**config.mk**
```make
export PLATFORM = sky130hd
export DESIGN_NAME = keypad_scanner
export DESIGN_NICKNAME = d
export VERILOG_FILES = /design/src/rtl/keypad_scanner.sv
export SDC_FILE = /design/constraint.sdc
export NUM_CORES = 1
export LEC_CHECK = 0
export ABC_AREA = 1
export BUFFER_PORTS_ARGS = -buffer_cell sky130_fd_sc_hd__buf_2
export CORE_MARGIN = 2
export CORE_UTILIZATION = 45
export DETAILED_ROUTE_END_ITERATION = 10
export PLACE_DENSITY_LB_ADDON = 0.08
export SYNTH_ARGS = -nofsm -noshare
export SYNTH_HDL_FRONTEND = slang
export SYNTH_SLANG_ARGS = --single-unit
```
**constraint.sdc**
```tcl
create_clock -name clk -period 6 [get_ports clk]
set_input_delay 1.2 -clock clk [delete_from_list [all_inputs] [get_ports clk]]
set_output_delay 1.2 -clock clk [all_outputs]
set_load 0.01 [all_outputs]
```
**src/rtl/keypad_scanner.sv**
```systemverilog
// -----------------------------------------------------------------------------
// keypad_scanner
//
// Scans a 4x4 active-low matrix keypad (Pmod KYPD layout) one column at a
// time. The block synchronizes and debounces the row returns, decodes a single
// pressed key into a hex code, and emits a one-cycle strobe per accepted press.
//
// Ports
//   clk        in   system clock, rising edge
//   reset_n    in   asynchronous active-low reset
//   row[3:0]   in   row returns, active-low, asynchronous to clk
//   col[3:0]   out  column drive, active-low, exactly one bit low
//   key_code   out  hex code of the last accepted key (held)
//   key_valid  out  one-cycle pulse when a press is accepted
//   key_held   out  high from acceptance until debounced release
//   multi_key  out  high if the last completed frame saw two or more keys
// -----------------------------------------------------------------------------
module keypad_scanner #(
  parameter int SCAN_DIV = 100000,
  parameter int DB_SCANS = 4
) (
  input  logic       clk,
  input  logic       reset_n,
  input  logic [3:0] row,
  output logic [3:0] col,
  output logic [3:0] key_code,
  output logic       key_valid,
  output logic       key_held,
  output logic       multi_key
);

  localparam int                 DIV_W    = (SCAN_DIV > 1) ? $clog2(SCAN_DIV) : 1;
  localparam logic [DIV_W-1:0]   DIV_LAST = DIV_W'(SCAN_DIV - 1);
  localparam int                 CNT_W    = (DB_SCANS > 0) ? $clog2(DB_SCANS + 1) : 1;
  localparam logic [CNT_W-1:0]   DB_MAX   = CNT_W'(DB_SCANS);

  typedef enum logic [1:0] {
    ST_IDLE    = 2'd0,
    ST_CONFIRM = 2'd1,
    ST_HELD    = 2'd2
  } state_t;

  // Snapshot bit index is {column, row}; map it to the printed key legend.
  function automatic logic [3:0] decode_key(input logic [3:0] idx);
    logic [3:0] code;
    case (idx)
      4'd0:  code = 4'h1;
      4'd1:  code = 4'h4;
      4'd2:  code = 4'h7;
      4'd3:  code = 4'h0;
      4'd4:  code = 4'h2;
      4'd5:  code = 4'h5;
      4'd6:  code = 4'h8;
      4'd7:  code = 4'hF;
      4'd8:  code = 4'h3;
      4'd9:  code = 4'h6;
      4'd10: code = 4'h9;
      4'd11: code = 4'hE;
      4'd12: code = 4'hA;
      4'd13: code = 4'hB;
      4'd14: code = 4'hC;
      default: code = 4'hD;
    endcase
    return code;
  endfunction

  // Only meaningful when exactly one bit is set.
  function automatic logic [3:0] onehot_to_idx(input logic [15:0] v);
    logic [3:0] idx;
    idx = 4'd0;
    for (int i = 0; i < 16; i++) begin
      if (v[i]) idx = 4'(i);
    end
    return idx;
  endfunction

  // Scan path state
  logic [3:0]       sync1_q, sync2_q;
  logic [DIV_W-1:0] div_q, div_d;
  logic [1:0]       col_idx_q, col_idx_d;
  logic [3:0]       col_q, col_d;
  logic [15:0]      snap_q, snap_d;

  // Debounce / decode state
  state_t           state_q, state_d;
  logic [3:0]       cand_q, cand_d;
  logic [CNT_W-1:0] cnt_q, cnt_d;
  logic [CNT_W-1:0] rel_q, rel_d;
  logic [3:0]       key_code_q, key_code_d;
  logic             key_valid_q, key_valid_d;
  logic             key_held_q, key_held_d;
  logic             multi_key_q, multi_key_d;

  // Frame evaluation
  logic [3:0]       pressed;
  logic             sample;
  logic             frame_end;
  logic             is_none;
  logic             is_one;
  logic             is_multi;
  logic [3:0]       frame_key;
  logic [CNT_W-1:0] cnt_inc;
  logic [CNT_W-1:0] rel_inc;

  always_comb begin
    pressed   = ~sync2_q;
    sample    = (div_q == DIV_LAST);
    frame_end = sample && (col_idx_q == 2'd3);

    div_d     = sample ? '0 : div_q + 1'b1;
    col_idx_d = sample ? col_idx_q + 2'd1 : col_idx_q;
    col_d     = ~(4'b0001 << col_idx_d);

    // snap_d already carries column 3's rows on the frame-end cycle, so the
    // frame is classified from it without waiting an extra cycle.
    snap_d = snap_q;
    if (sample) snap_d[{col_idx_q, 2'b00} +: 4] = pressed;

    is_none   = (snap_d == 16'd0);
    is_one    = !is_none && ((snap_d & (snap_d - 16'd1)) == 16'd0);
    is_multi  = !is_none && !is_one;
    frame_key = decode_key(onehot_to_idx(snap_d));
  end

  always_comb begin
    state_d     = state_q;
    cand_d      = cand_q;
    cnt_d       = cnt_q;
    rel_d       = rel_q;
    key_code_d  = key_code_q;
    key_valid_d = 1'b0;
    key_held_d  = key_held_q;
    multi_key_d = multi_key_q;
    cnt_inc     = (cnt_q == DB_MAX) ? cnt_q : cnt_q + 1'b1;
    rel_inc     = (rel_q == DB_MAX) ? rel_q : rel_q + 1'b1;

    if (frame_end) begin
      multi_key_d = is_multi;
      case (state_q)
        ST_IDLE: begin
          if (is_one) begin
            cand_d = frame_key;
            if (DB_SCANS <= 1) begin
              key_code_d  = frame_key;
              key_valid_d = 1'b1;
              key_held_d  = 1'b1;
              cnt_d       = '0;
              rel_d       = '0;
              state_d     = ST_HELD;
            end else begin
              cnt_d   = CNT_W'(1);
              state_d = ST_CONFIRM;
            end
          end
        end
        ST_CONFIRM: begin
          if (is_one && (frame_key == cand_q)) begin
            cnt_d = cnt_inc;
            if (cnt_inc == DB_MAX) begin
              key_code_d  = cand_q;
              key_valid_d = 1'b1;
              key_held_d  = 1'b1;
              cnt_d       = '0;
              rel_d       = '0;
              state_d     = ST_HELD;
            end
          end else begin
            // Any disturbance restarts the debounce from scratch.
            cnt_d   = '0;
            state_d = ST_IDLE;
          end
        end
        ST_HELD: begin
          if (is_none) begin
            rel_d = rel_inc;
            if (rel_inc == DB_MAX) begin
              key_held_d = 1'b0;
              rel_d      = '0;
              state_d    = ST_IDLE;
            end
          end else begin
            rel_d = '0;
          end
        end
        default: begin
          cnt_d   = '0;
          rel_d   = '0;
          state_d = ST_IDLE;
        end
      endcase
    end
  end

  always_ff @(posedge clk or negedge reset_n) begin
    if (!reset_n) begin
      sync1_q     <= 4'hF;
      sync2_q     <= 4'hF;
      div_q       <= '0;
      col_idx_q   <= 2'd0;
      col_q       <= 4'b1110;
      snap_q      <= 16'd0;
      state_q     <= ST_IDLE;
      cand_q      <= 4'd0;
      cnt_q       <= '0;
      rel_q       <= '0;
      key_code_q  <= 4'd0;
      key_valid_q <= 1'b0;
      key_held_q  <= 1'b0;
      multi_key_q <= 1'b0;
    end else begin
      sync1_q     <= row;
      sync2_q     <= sync1_q;
      div_q       <= div_d;
      col_idx_q   <= col_idx_d;
      col_q       <= col_d;
      snap_q      <= snap_d;
      state_q     <= state_d;
      cand_q      <= cand_d;
      cnt_q       <= cnt_d;
      rel_q       <= rel_d;
      key_code_q  <= key_code_d;
      key_valid_q <= key_valid_d;
      key_held_q  <= key_held_d;
      multi_key_q <= multi_key_d;
    end
  end

  assign col       = col_q;
  assign key_code  = key_code_q;
  assign key_valid = key_valid_q;
  assign key_held  = key_held_q;
  assign multi_key = multi_key_q;

endmodule

```
==> results_dict.tcl <==
set metrics [dict create \
    critical-path-slowest-cell "dfrtp_1" \
    cts_max_level 3 \
    finalPower_mw 0.888 \
    worst_setup_path_end_kind "register" \
    worst_pin_slew_ps 812 \
    ys_seq_area_frac 0.426 \
    p_int_mw 0.688 \
    finalCriticalPeriod_ps 3870 \
    antenna_found_initial 0 \
    status "completed" \
    fmax_ghz 0.258 \
    insertion_delay_ps 350 \
    grt_use_total 0.182 \
    setup_tns_ps 0 \
    area_growth_pct 11.0 \
    grt_pass1_vias 3061 \
    critPathMaxFanout 10 \
    period_share 0.646 \
    die_x_microns 97.2 \
    critPathLaunchType "register" \
    place_congestion 0.823 \
    dieArea_sq_um 9460 \
    avgViaCountPerCell 4.85 \
    critPathBufInv 3 \
    dr.pass1.iters 4 \
    holdBufCountCts 0 \
    hp-class "register to register" \
    ys_warn_count 0 \
    clkSinkCount 66 \
    routed_wl_microns 7910 \
    grt_pass1_wl_microns 14000 \
    initial_utilization 0.455 \
    ios 17 \
    critPathTopFamily "simple AND/OR/NAND/NOR gates" \
    sequentialPowerShare 0.508 \
    final_nets 546 \
    rows 34 \
    hold_violations 0 \
    synthCells 504 \
    finalSetupViolCount 0 \
    wl_per_cell_microns 12.3 \
    ant_nets 0 \
    antenna_cells 0 \
    synthDistinctLibCells 45 \
    clockRootBuffer "clkbuf_8" \
    path_class "register to register" \
    skew_ps 11.1 \
    swShare 0.225 \
    dp_hpwl_microns 5950 \
    cp_common_cell "nand2_1" \
    layout-drive-gt1-share 0.217 \
    numCtsBuffers 9 \
    portBuffers 16 \
    p_leak_nw 2.23 \
    core_area_sq_um 8590 \
    first_iter_violations 159 \
    grt_overflow 0 \
    cts_setup_buffers 0 \
    max_cap_viol_count 0 \
    drv_slew 0 \
    syn_area_sq_um 3910 \
    worstPathRequired_ps 6230 \
    hold_ws_ps 359 \
    slowest_delay_ps 450 \
    clk_pin_slew_worst_paths_ps 80 \
    mostFrequentLayoutCell "nand2_1" \
    vdd_drop_max_mv 0.124 \
    synth_fp_nets 520 \
    vias 3117 \
    powerDensity_nw_per_um2 204 \
    p_sw_mw 0.200 \
    clkPwrFrac 0.480 \
    cts_tree "built" \
    relSlewSlack 0.458 \
    drc 0 \
    grt_setup_unrepaired "no" \
    grt_max_degree 67 \
    comb_power_share 0.013 \
    clockBufferDepth 2 \
    cts_resized 0 \
    syn_avg_cell_area_sq_um 7.76 \
    dieHeight_microns 97.2 \
    ys_ff_latch 66 \
    mostFrequentLayoutCells "nand2_1, inv_1, dfrtp_1" \
    arrival_ps 4110 \
]
state kept, by name (all words and copies together) (netlist names):
name / flops
sync2_q: 4
cand_q: 4
col_idx_q: 2
key_valid: 1
rel_q: 3
key_held: 1
div_q: 17
snap_q: 16
cnt_q: 3
key_code: 4
state_q: 2
col: 4
multi_key: 1
sync1_q: 4
power by group through the flow:
stage,clock [mW],combinational (mW),sequential [mW]
final,0.426,0.0112,0.451
after CTS,0.438,0.0122,0.451
after detailed placement,0,0.0121,0.459
after floorplan,0,0.000868,0.459
after global placement,0,0.0121,0.459
after global routing,0.458,0.0139,0.451
synth_stat cells (all sizes together):
master | n | share of area
or2 | 2 | 0.0032
o2111a | 1 | 0.0029
o31ai | 1 | 0.0019
nand2 | 150 | 0.17
maj3 | 1 | 0.0029
dfrtp | 55 | 0.35
a21boi | 1 | 0.0019
inv | 86 | 0.083
o21a | 1 | 0.0019
o22ai | 2 | 0.0032
nor3b | 1 | 0.0048
mux2 | 2 | 0.0058
nand4 | 12 | 0.021
nor4 | 1 | 0.0016
a21oi | 11 | 0.015
a211oi | 2 | 0.0038
nand3b | 2 | 0.0038
o21ai | 35 | 0.053
nand3 | 26 | 0.037
buf | 2 | 0.0042
ha | 10 | 0.032
xor2 | 5 | 0.011
a31oi | 2 | 0.0032
xnor2 | 1 | 0.0022
o21bai | 1 | 0.0019
clkinv | 4 | 0.0064
o221ai | 1 | 0.0022
nor3 | 15 | 0.022
nor2 | 60 | 0.077
dfstp | 11 | 0.074
path summary, 6_finish.rpt:
kind | to | slack (ps) | from | cells after the start
max reg2reg | rel_q[2] | 2130 | col_idx_q[0] | 32
min in group asynchronous | div_q[6] | 1020 | reset_n | 2
min reg2reg | sync2_q[0] | 360 | sync1_q[0] | 0
min | sync2_q[0] | 360 | sync1_q[0] | 0
max in group asynchronous | snap_q[7] | 4440 | reset_n | 2
max | rel_q[2] | 2130 | col_idx_q[0] | 32
logic make-up (layout without fill, tap and decap cells):
logic type,after synthesis,count (layout),synth area share
AOI/OAI and AO/OA,58,58,0.0915
adders and majority gates,11,11,0.0349
buffers and inverters,92,123,0.0931
DFF,66,66,0.426
xor gates and xnor gates,6,6,0.0134
and+or+nand+nor,269,269,0.336
muxes,2,2,0.00576
layer usage:
| metal | track usage | vias up | share of wire | wire length [microns] |
|---|---|---|---|---|
| li1 | - | 1641 | - | - |
| met1 | 0.248 | 1429 | 0.51 | 4020 |
| met2 | 0.293 | 36 | 0.45 | 3540 |
| met3 | 0.0266 | 11 | 0.025 | 200 |
| met4 | 0.0705 | 0 | 0.018 | 139 |
| met5 | 0 | - | 0 | 0 |
metrics by stage:
stage | cell area [sq um] | instances | utilization | setup WS [ps]
after detailed placement | 4120 | 627 | 0.479 | 2210
after global placement | 4120 | 627 | 0.479 | 2350
after global routing | 4340 | 643 | 0.505 | 1590
after CTS | 4340 | 643 | 0.505 | 2150
final | 4340 | 643 | 0.505 | 2130
after floorplan | 3910 | 504 | - | 2670
layout make-up:
type / count / area [sq um]
Clock inverter: 7 / 100
Multi-Input combinational cell: 346 / 1880
Sequential cell: 66 / 1670
Timing Repair Buffer: 17 / 87.6
Tap cell: 108 / 135
Clock buffer: 9 / 124
Inverter: 90 / 348
Fill cell: 859 / 4250
(Power assumes the default switching activity.)
